## src/rtl/nonrestoring_divider.sv

```systemverilog
// Signed non-restoring divider: one quotient bit per cycle, results truncated
// toward zero with the remainder taking the dividend's sign.
module nonrestoring_divider #(
  parameter int WIDTH = 8
) (
  input  logic             clk,
  input  logic             rst_n,
  input  logic             start,
  input  logic [WIDTH-1:0] dividend,
  input  logic [WIDTH-1:0] divisor,
  output logic             busy,
  output logic             done,
  output logic [WIDTH-1:0] quotient,
  output logic [WIDTH-1:0] remainder,
  output logic             div_by_zero
);

  localparam int CW = $clog2(WIDTH + 1);

  typedef enum logic [2:0] {IDLE, PREP, ITER, FIX, DONE} state_t;

  state_t           state, state_next;
  logic [WIDTH-1:0] a_lat, b_lat, d, q;
  logic [WIDTH:0]   p, d_ext, p_shift, p_step;
  logic [CW-1:0]    cnt;
  logic             neg_q, neg_r, dz;
  logic             a_sign, b_sign;
  logic [WIDTH-1:0] a_mag, b_mag, rem_mag, q_out, r_out;

  // Magnitudes are unsigned, so the most-negative operand maps to 2^(WIDTH-1).
  always_comb begin
    a_sign  = a_lat[WIDTH-1];
    b_sign  = b_lat[WIDTH-1];
    a_mag   = (a_lat ^ {WIDTH{a_sign}}) + WIDTH'(a_sign);
    b_mag   = (b_lat ^ {WIDTH{b_sign}}) + WIDTH'(b_sign);
    d_ext   = {1'b0, d};
    p_shift = {p[WIDTH-1:0], q[WIDTH-1]};
    p_step  = p[WIDTH] ? (p_shift + d_ext) : (p_shift - d_ext);
    rem_mag = p[WIDTH] ? (p[WIDTH-1:0] + d) : p[WIDTH-1:0];
    q_out   = neg_q ? -q : q;
    r_out   = neg_r ? -rem_mag : rem_mag;
  end

  always_ff @(posedge clk or negedge rst_n) begin
    if (!rst_n) state <= IDLE;
    else        state <= state_next;
  end

  // A zero divisor still passes through FIX (with the correction bypassed)
  // so its result lands three cycles after start.
  always_comb begin
    state_next = state;
    case (state)
      IDLE:    if (start) state_next = PREP;
      PREP:    state_next = (b_lat == '0) ? FIX : ITER;
      ITER:    if (cnt == CW'(1)) state_next = FIX;
      FIX:     state_next = DONE;
      DONE:    state_next = IDLE;
      default: state_next = IDLE;
    endcase
  end

  always_ff @(posedge clk or negedge rst_n) begin
    if (!rst_n) begin
      a_lat       <= '0;
      b_lat       <= '0;
      d           <= '0;
      q           <= '0;
      p           <= '0;
      cnt         <= '0;
      neg_q       <= 1'b0;
      neg_r       <= 1'b0;
      dz          <= 1'b0;
      quotient    <= '0;
      remainder   <= '0;
      div_by_zero <= 1'b0;
    end else begin
      case (state)
        IDLE: if (start) begin
          a_lat <= dividend;
          b_lat <= divisor;
          dz    <= 1'b0;
        end
        PREP: begin
          dz    <= (b_lat == '0);
          d     <= b_mag;
          q     <= a_mag;
          p     <= '0;
          cnt   <= CW'(WIDTH);
          neg_q <= a_sign ^ b_sign;
          neg_r <= a_sign;
        end
        ITER: begin
          p   <= p_step;
          q   <= {q[WIDTH-2:0], ~p_step[WIDTH]};
          cnt <= cnt - CW'(1);
        end
        FIX: begin
          quotient    <= dz ? '1 : q_out;
          remainder   <= dz ? a_lat : r_out;
          div_by_zero <= dz;
        end
        default: ;
      endcase
    end
  end

  assign busy = (state == PREP) || (state == ITER) || (state == FIX);
  assign done = (state == DONE);

endmodule
```

## config.mk

```make
export PLATFORM = sky130hd
export DESIGN_NAME = nonrestoring_divider
export DESIGN_NICKNAME = d
export VERILOG_FILES = /design/src/rtl/nonrestoring_divider.sv
export SDC_FILE = /design/constraint.sdc
export NUM_CORES = 1
export LEC_CHECK = 0
export BUFFER_PORTS_ARGS = -buffer_cell sky130_fd_sc_hd__buf_4
export CAP_MARGIN = 5
export CORE_MARGIN = 4
export CORE_UTILIZATION = 25
export DETAILED_ROUTE_END_ITERATION = 10
export SYNTH_ARGS = -nofsm -noshare
export SYNTH_HDL_FRONTEND = slang
export SYNTH_SLANG_ARGS = --single-unit
```

## constraint.sdc

```tcl
create_clock -name clk -period 5.45 [get_ports clk]
set_input_delay 0.2725 -clock clk [delete_from_list [all_inputs] [get_ports clk]]
set_output_delay 0.2725 -clock clk [all_outputs]
set_load 0.02 [all_outputs]
```

==> results.yml, run 1 <==
status:
  status: "completed"
die:
  core-area_um2: 16700
  die_x_um: 139
  io_pins: 38
  rows: 47
  chipHeight_um: 139
  start_util_pct: 25.69
  dieArea_um2: 19320
sta:
  fin_hold_ws_ns: 0.06525
  setup_violations: 0
  worst_pin_slew_ns: 1.086
  setup_tns_ns: 0
  final_max_slew_viol_count: 0
  hold_viol: 0
  rsz0062_at_grt: "false"
  period_share_pct: 54.70
  max_freq_mhz: 335.4
  max-slew-margin-rel_pct: 27.36
  clock_skew_ns: 0.006088
  min_period_ns: 2.981
logic_synthesis:
  muxShareOfSynthArea_pct: 5.045
  synth_edf_count: 0
  syn_avg_cell_area_um2: 9.109
  synth-simple-area-share_pct: 15.75
  ys_ff_latch: 68
  async_reset_ff_share_pct: 100.0
  synth_area_leaders: "dfrtp_1, ha_1, o21ai_0"
  synth_ff_type: "dfrtp_1"
  synth_cell_types: 63
  syn-num-nets: 517
  syn_area_um2: 4290
  synth_top_family_by_area: "compound AO/OA/AOI/OAI gates"
  synth_compound_area_share_pct: 17.76
  synth-adder-area-share_pct: 8.224
  ys_warn_count: 0
  yosysSeqAreaShare_pct: 39.66
  synthXorXnorAreaFrac_pct: 9.507
  synth_area_leader_cell: "dfrtp_1"
  syn_inst: 471
  synth_top_area_share_pct: 39.66
finish:
  layout_common_cells: "dfrtp_1, nand2_1, o21ai_0, nor2_1, buf_4"
  areaGrowthSynthToFinish_pct: 18.29
  mostFrequentLayoutCell: "dfrtp_1"
  layout.cells.non_filler: 722
  fin_area_um2: 5075
  nets: 543
  layout-drive-gt1-share_pct: 15.14
  fillCellCount: 1775
  seq_area_um2: 1702
  multiInputGateArea_um2: 2421
  num_antenna_cells: 0
cts:
  ctsResizeCount: 0
  postCtsSetupRepairBufs: 0
  cts_buffers: 9
  postCtsHoldBufs: 0
  cts.sink_count: 68
  htree_levels: 3
  cts_root_buf: "clkbuf_16"
  cts_buffer_depth: 2
  cts_tree: "built"
  clkTransAtPathRegs_ns: 0.05
  insertion_delay_ns: 0.33
critical_path:
  cp.arrival_ns: 3.18
  r2r_cells: 9
  r2r-end: "p[7]"
  timing_worst_setup_path_type: "flop to flop"
  end_kind: "flop"
  cp.required_ns: 5.65
  cp_max_fo: 25
  r2r_start: "p[8]"
  regToRegSetupSlack_ns: 2.47
  crit_path_start_kind: "flop"
power:
  vdd_drop_max_uv: 278.9
  p_leak_nw: 2.220
  switchingPower_w: 0.001666
  p_clk_share_pct: 15.5
  power.internal_w: 0.002071
  power.density_nw_per_um2: 736.4
  power_frac_seq_pct: 29.4
  pwr-share-comb_pct: 55.1
  p_sw_share_pct: 44.57
global_route:
  overflow: 0
  grtUsageTotal_pct: 11.11
  grt_max_degree: 69
  grt_pass1_wl_mm: 17.73
  antenna_found_initial: 0
  grt_pass1_vias: 3500
placement:
  dp.final_hpwl_mm: 7.733
  place_congestion: 0.8882
  placedCellCount: 706
  io_buffers: 37
  postPlaceCellArea_um2: 4777
routing:
  num_vias: 3447
  ant_nets: 0
  postRouteWirelength_mm: 10.36
  drt_iter0_drc: 170
  dr.pass1.iters: 5
  wire_per_inst_um: 14.34
  drcViolationCount: 0
  viasPerCell: 4.774
hold_path:
  hold_path.class: "input pin to asynchronous set/reset pin"
flow_run:
  cap_viol_max_count: 0
## worst max-delay path, stage by stage (launching register included)
cell     delay [ns]
dfrtp_1        0.86
mux2_2         0.43
ha_1           0.28
a21o_1         0.18
a21oi_1        0.21
o21ai_0        0.15
a211o_1        0.31
a31oi_1        0.20
xor2_1         0.15
o21ai_0        0.08
## Yosys cell counts (all sizes together), types with 9 or more instances
master,number
xnor2,18
a21oi,31
clkbuf,22
dfrtp,68
xor2,26
nor2,41
o21ai,50
nand2b,9
nand2,50
inv,21
ha,25
mux2,13
## layer usage
layer  vias to the layer above  share of wire (%)  global-route usage, %
met3                        14                4.1                  2.483
met1                      1658                 48                  14.91
met5                         -                  0                      0
met4                         0                2.0                  4.222
li1                       1700                  -                      -
met2                        75                 46                  17.54
## per-stage QoR
| step | utilization (%) | setup WS [ns] | power [W] |
|---|---|---|---|
| 3_5_place_dp | 28.60 | 2.494 | 0.003161 |
| 2_1_floorplan | - | 2.446 | 0.002599 |
| 5_1_grt | 30.39 | 2.268 | 0.004098 |
| 3_3_place_gp | 28.60 | 2.571 | 0.003089 |
| 4_1_cts | 30.39 | 2.481 | 0.003769 |
| 6_report | 30.39 | 2.469 | 0.003737 |
## worst max path at each step
stage / startpoint / to / slack, ns / cells after the start
global placement: d[0] / remainder[7] / 2.57 / 9
CTS: d[0] / remainder[7] / 2.48 / 9
detailed placement: p[0] / remainder[7] / 2.49 / 9
finish: p[8] / p[7] / 2.47 / 9
floorplan: p[8] / p[7] / 2.45 / 12
global route: p[8] / q[0] / 2.27 / 10
## cell type report
type,instances,share of cell area (%)
inverter,21,1.553
multi-input combinational,357,47.71
tap,220,5.424
clock buffer,15,5.276
timing repair buffer,40,5.917
clock inverter,1,0.5917
sequential,68,33.53
## registers in the layout, summed over array words and instances, names as in the netlist
signal and count:
state 3, quotient 8, a_lat 8, neg_q 1
cnt 4, q 8, b_lat 8, remainder 8
d 8, p 9, dz 1, div_by_zero 1
neg_r 1
## cell families (layout without fill, tap and decap cells)
family	after synthesis	in the layout
flops	68	68
compound gates	125	125
buf+inv	46	77
mux	20	20
xor+xnor	45	45
fa+ha+maj	27	27
simple gates	140	140
## power by group through the flow
stage	clock network (W)	registers, W	logic, W
finish	0.000580	0.00110	0.00206
global route	0.000620	0.00114	0.00233
CTS	0.000594	0.00110	0.00208
detailed placement	0	0.00110	0.00206
global placement	0	0.00109	0.00200
floorplan	0	0.000985	0.00161
(Power assumes the default switching activity.)
==> run 2, diff against run 1 <==
==> constraint.sdc (replaced) <==
create_clock -name clk -period 2.9 [get_ports clk]
set_input_delay 0.145 -clock clk [delete_from_list [all_inputs] [get_ports clk]]
set_output_delay 0.145 -clock clk [all_outputs]
set_load 0.02 [all_outputs]
==> run 2 against run 1 <==
First-iteration DRC count down 2.4%. Die area stayed put. Largest power group unchanged. Clock power grew 110%. Critical endpoint is now remainder[7]. Count of clock-buffer cells in the layout down 4. Routed wire length down 1.1%. Highest routed layer unchanged. Largest cell class unchanged. Sequential share of layout area down 0.84 points. Via count up 1.5%.
==> results.yml, run 2 (synthesized netlist as in run 1, its figures left out) <==
die:
  chipHeight_um: 139
  dieArea_um2: 19320
  core-area_um2: 16700
  start_util_pct: 25.69
  io_pins: 38
  rows: 47
  die_x_um: 139
global_route:
  grtUsageTotal_pct: 10.87
  grt_pass1_wl_mm: 17.51
  antenna_found_initial: 0
  gr-max-usage-layer: "met2"
  overflow: 0
  met2_usage_pct: 17.23
  grt_pass1_vias: 3492
  use_met1_pct: 15.00
  grtUsageMet3_pct: 1.552
  grt_max_degree: 69
placement:
  place_congestion: 0.8834
  dp.final_hpwl_mm: 7.742
  place_ws_ns: 0.02535
  io_buffers: 37
finish:
  num_antenna_cells: 0
  fillCellCount: 1770
  largest_reg_flops: 9
  areaGrowthSynthToFinish_pct: 21.41
  layout_common_cells: "dfrtp_1, nand2_1, buf_4, o21ai_0, nor2_1"
  regMostFlops: "p"
  nets: 554
  multiInputGateArea_um2: 2439
  seq_area_um2: 1703
  mostFrequentLayoutCell: "dfrtp_1"
  layout-drive-gt1-share_pct: 18.52
routing:
  dr.pass1.iters: 4
  ant_nets: 0
  num_vias: 3500
  wire_per_inst_um: 13.97
  postRouteWirelength_mm: 10.24
  drcViolationCount: 0
  viasPerCell: 4.775
  drt_iter0_drc: 166
cts:
  cts_buffer_depth: 2
  insertion_delay_ns: 0.33
  cts.sink_count: 68
  cts_buffers: 9
  clkTransAtPathRegs_ns: 0.06
  htree_levels: 3
  cts_root_buf: "clkbuf_16"
  cts_tree: "built"
sta:
  worst_pin_slew_ns: 0.8722
  final_max_slew_viol_count: 0
  min_period_ns: 2.766
  max_freq_mhz: 361.6
  max-slew-margin-rel_pct: 41.85
  clock_skew_ns: 0.007891
  rsz0062_at_grt: "false"
  period_share_pct: 95.37
  setup_tns_ns: 0
  setup_ws_ns: 0.1342
  fin_hold_ws_ns: 0.02052
  hold_viol: 0
  setup_violations: 0
power:
  vdd_drop_max_uv: 525.2
  power.density_nw_per_um2: 1393
  p_leak_nw: 2.288
critical_path:
  cp_max_fo: 3
  end_kind: "flop"
  cp.arrival_ns: 2.98
  cp.required_ns: 3.11
  crit_path_start_kind: "flop"
  timing_worst_setup_path_type: "flop to flop"
  r2r_start: "d[0]"
  crit_start: "d[0]"
flow_run:
  cap_viol_max_count: 0
status:
  status: "completed"
hold_path:
  hold_path.class: "input pin to flop"
  min_from: "divisor[0]"
==> run 2: layer usage <==
layer / vias to the layer above / share of wire [%]
li1: 1727 / -
met1: 1681 / 48
met2: 79 / 46
met3: 13 / 3.8
met4: 0 / 1.8
met5: - / 0
==> run 2: area by class of cell <==
type | instances | area share (%)
Multi-Input combinational cell | 357 | 46.82
Sequential cell | 68 | 32.69
Timing Repair Buffer | 51 | 7.399
Tap cell | 220 | 5.285
Clock buffer | 11 | 4.660
Clock inverter | 5 | 1.633
Inverter | 21 | 1.513
==> run 2: worst paths after layout <==
| check | endpoint | slack [ns] | depth (start not counted) |
|---|---|---|---|
| worst max-delay path | remainder[7] | 0.13 | 9 |
| worst min-delay path | b_lat[0] | 0.02 | 3 |
| worst max register to register | remainder[7] | 0.13 | 9 |
| worst min register to register | remainder[0] | 0.48 | 2 |
| max in group asynchronous | d[1] | 1.79 | 2 |
| min in group asynchronous | div_by_zero | 0.46 | 2 |
==> run 2: per-stage QoR <==
stage                     total power [W]  std cells  utilization, %  instance area [um^2]
after global placement           0.005889        714           28.96                  4837
after detailed placement         0.006018        714           28.96                  4837
after CTS                        0.007248        731           30.99                  5175
after global routing             0.007929        733           31.19                  5209
final                            0.007253        733           31.19                  5209
after floorplan                  0.004889        471               -                  4293
==> run 2: power breakdown <==
part           internal, W  switching [W]  leakage (nW)  total, W
Combinational      0.00189        0.00216          1.30   0.00405
Sequential         0.00140       0.000602         0.833   0.00200
Clock             0.000780       0.000422         0.156   0.00120
==> run 2: critical path, stage by stage, from the launching register on <==
cell     delay, ns
dfrtp_1       0.40
ha_2          0.22
fa_2          0.43
a211o_1       0.35
a311o_1       0.32
o41ai_1       0.08
o22ai_2       0.16
a31oi_2       0.16
xnor3_1       0.23
a221o_1       0.32
==> run 2: what timing repair did <==
action | in CTS | in global routing
endpoints found under the hold margin | 68 | 0
setup endpoints to repair | 0 | 5
buffers inserted | 0 | 2
hold buffers | 1 | 0
resized for setup | 0 | 7
==> run 3, diff against run 2 <==
--- a/config.mk
+++ b/config.mk
@@ -7,9 +7,12 @@
 export LEC_CHECK = 0
 export BUFFER_PORTS_ARGS = -buffer_cell sky130_fd_sc_hd__buf_4
 export CAP_MARGIN = 5
+export CELL_PAD_IN_SITES_DETAIL_PLACEMENT = 1
+export CELL_PAD_IN_SITES_GLOBAL_PLACEMENT = 2
 export CORE_MARGIN = 4
 export CORE_UTILIZATION = 25
 export DETAILED_ROUTE_END_ITERATION = 10
+export PLACE_DENSITY_LB_ADDON = 0.1
 export SYNTH_ARGS = -nofsm -noshare
 export SYNTH_HDL_FRONTEND = slang
 export SYNTH_SLANG_ARGS = --single-unit
==> run 3 against run 2 <==
Hold slack worse by 0.0033 ns. Worst setup slack lost 0.013 ns. Utilization rose by 0.25 points. Sequential power up 2%. First-iteration DRC count shrank 25%. Critical path type unchanged. Flip-flop and latch count unchanged.
==> results.yml, run 3 (synthesized netlist as in run 1, its figures left out) <==
global_route:
  antenna_found_initial: 0
  grt_pass1_wl_mm: 20.12
  overflow: 0
  grtUsageTotal_pct: 13.19
  grt_pass1_vias: 3680
  grt_max_degree: 69
finish:
  nets: 556
  fillCellCount: 1958
  largest_reg_flops: 9
  layout.cells.non_filler: 735
  layout_common_cells: "dfrtp_1, buf_4, nand2_1, o21ai_0, nor2_1"
  fin_util_pct: 31.44
  multiInputGateArea_um2: 2440
  seq_area_um2: 1703
  num_antenna_cells: 0
  layout-drive-gt1-share_pct: 18.64
  areaGrowthSynthToFinish_pct: 22.37
  regMostFlops: "p"
  mostFrequentLayoutCell: "dfrtp_1"
sta:
  setup_tns_ns: 0
  max_freq_mhz: 359.8
  worst_pin_slew_ns: 0.9295
  period_share_pct: 95.83
  setup_violations: 0
  final_max_slew_viol_count: 0
  min_period_ns: 2.779
  hold_viol: 0
  max-slew-margin-rel_pct: 38.04
  clock_skew_ns: 0.005897
cts:
  htree_levels: 3
  cts_buffers: 9
  cts.sink_count: 68
  insertion_delay_ns: 0.33
  cts_root_buf: "clkbuf_16"
  clkTransAtPathRegs_ns: 0.06
  cts_buffer_depth: 2
  cts_tree: "built"
placement:
  io_buffers: 37
  placedCellCount: 715
  dp.final_hpwl_mm: 9.463
  place_congestion: 0.7561
critical_path:
  regToRegSetupSlack_ns: 0.12
  crit_path_start_kind: "flop"
  r2r-end: "remainder[7]"
  crit_start: "d[0]"
  cp-endpoint: "remainder[7]"
  cp_max_fo: 3
  cp.arrival_ns: 3.00
  end_kind: "flop"
  timing_worst_setup_path_type: "flop to flop"
  cp.required_ns: 3.12
  r2r_start: "d[0]"
  r2r_cells: 9
routing:
  postRouteWirelength_mm: 12.42
  num_vias: 3528
  dr.pass1.iters: 4
  viasPerCell: 4.800
  ant_nets: 0
  drt_iter0_drc: 125
  wire_per_inst_um: 16.89
  drcViolationCount: 0
die:
  dieArea_um2: 19320
  io_pins: 38
  core-area_um2: 16700
  chipHeight_um: 139
  die_x_um: 139
  start_util_pct: 25.69
  rows: 47
power:
  power.density_nw_per_um2: 1433
  p_leak_nw: 2.308
  vdd_drop_max_uv: 401.9
hold_path:
  whs_path_depth: 3
  hold_path.class: "input pin to flop"
flow_run:
  cap_viol_max_count: 0
status:
  status: "completed"
run 3: cell type report:
cell class / instances / share of cell area [%]
clock buffer: 10 / 4.552
clock inverter: 6 / 2.121
inverter: 21 / 1.501
multi-input combinational: 357 / 46.47
sequential: 68 / 32.44
tap: 220 / 5.243
timing repair buffer: 53 / 7.674
run 3: worst min path at each step:
| stage | slack (ns) | to | from |
|---|---|---|---|
| after floorplan | -0.15 | a_lat[0] | rst_n |
| after global placement | 0.35 | a_lat[4] | rst_n |
| after detailed placement | 0.35 | b_lat[7] | divisor[7] |
| after CTS | 0.001 | a_lat[0] | dividend[0] |
| after global routing | 0.009 | b_lat[0] | divisor[0] |
| final | 0.02 | b_lat[0] | divisor[0] |
run 3: report_power, final:
group	total [W]	leakage, nW	switching [W]	internal, W
combinational	0.00420	1.31	0.00229	0.00191
clock	0.00129	0.169	0.000430	0.000863
sequential	0.00204	0.833	0.000637	0.00140
run 3: layer usage:
layer	vias to the layer above	wire [um]	GRT usage, %
li1	1732	-	-
met1	1726	6415	18.51
met2	55	5487	20.46
met3	15	333	2.759
met4	0	178	4.068
met5	-	0	0
run 3: repair_timing:
| item | in CTS | in global routing |
|---|---|---|
| setup endpoints to repair | 0 | 4 |
| endpoints found under the hold margin | 31 | 0 |
| hold buffers | 2 | 0 |
| setup buffers | 0 | 2 |
| resized for setup | 0 | 7 |
run 3: worst max-delay path, cell delays in order, from the launching register on:
cell and delay, ns:
dfrtp_1 0.39, ha_1 0.24, fa_2 0.38, a211o_1 0.29
a311o_1 0.32, o41ai_1 0.08, o22ai_2 0.16, a31oi_2 0.17
xnor3_1 0.32, a221o_1 0.32
run 3: per-stage QoR:
step / area (um^2) / hold slack [ns] / setup WS (ns) / power [W]
2_1_floorplan: 4293 / -0.1506 / 0.1194 / 0.004889
3_3_place_gp: 4845 / 0.3498 / 0.07775 / 0.006184
3_5_place_dp: 4845 / 0.3547 / 0.03265 / 0.006228
4_1_cts: 5215 / 0.001157 / 0.01689 / 0.007581
5_1_grt: 5250 / 0.009241 / -0.008243 / 0.008228
6_report: 5250 / 0.01722 / 0.1208 / 0.007525
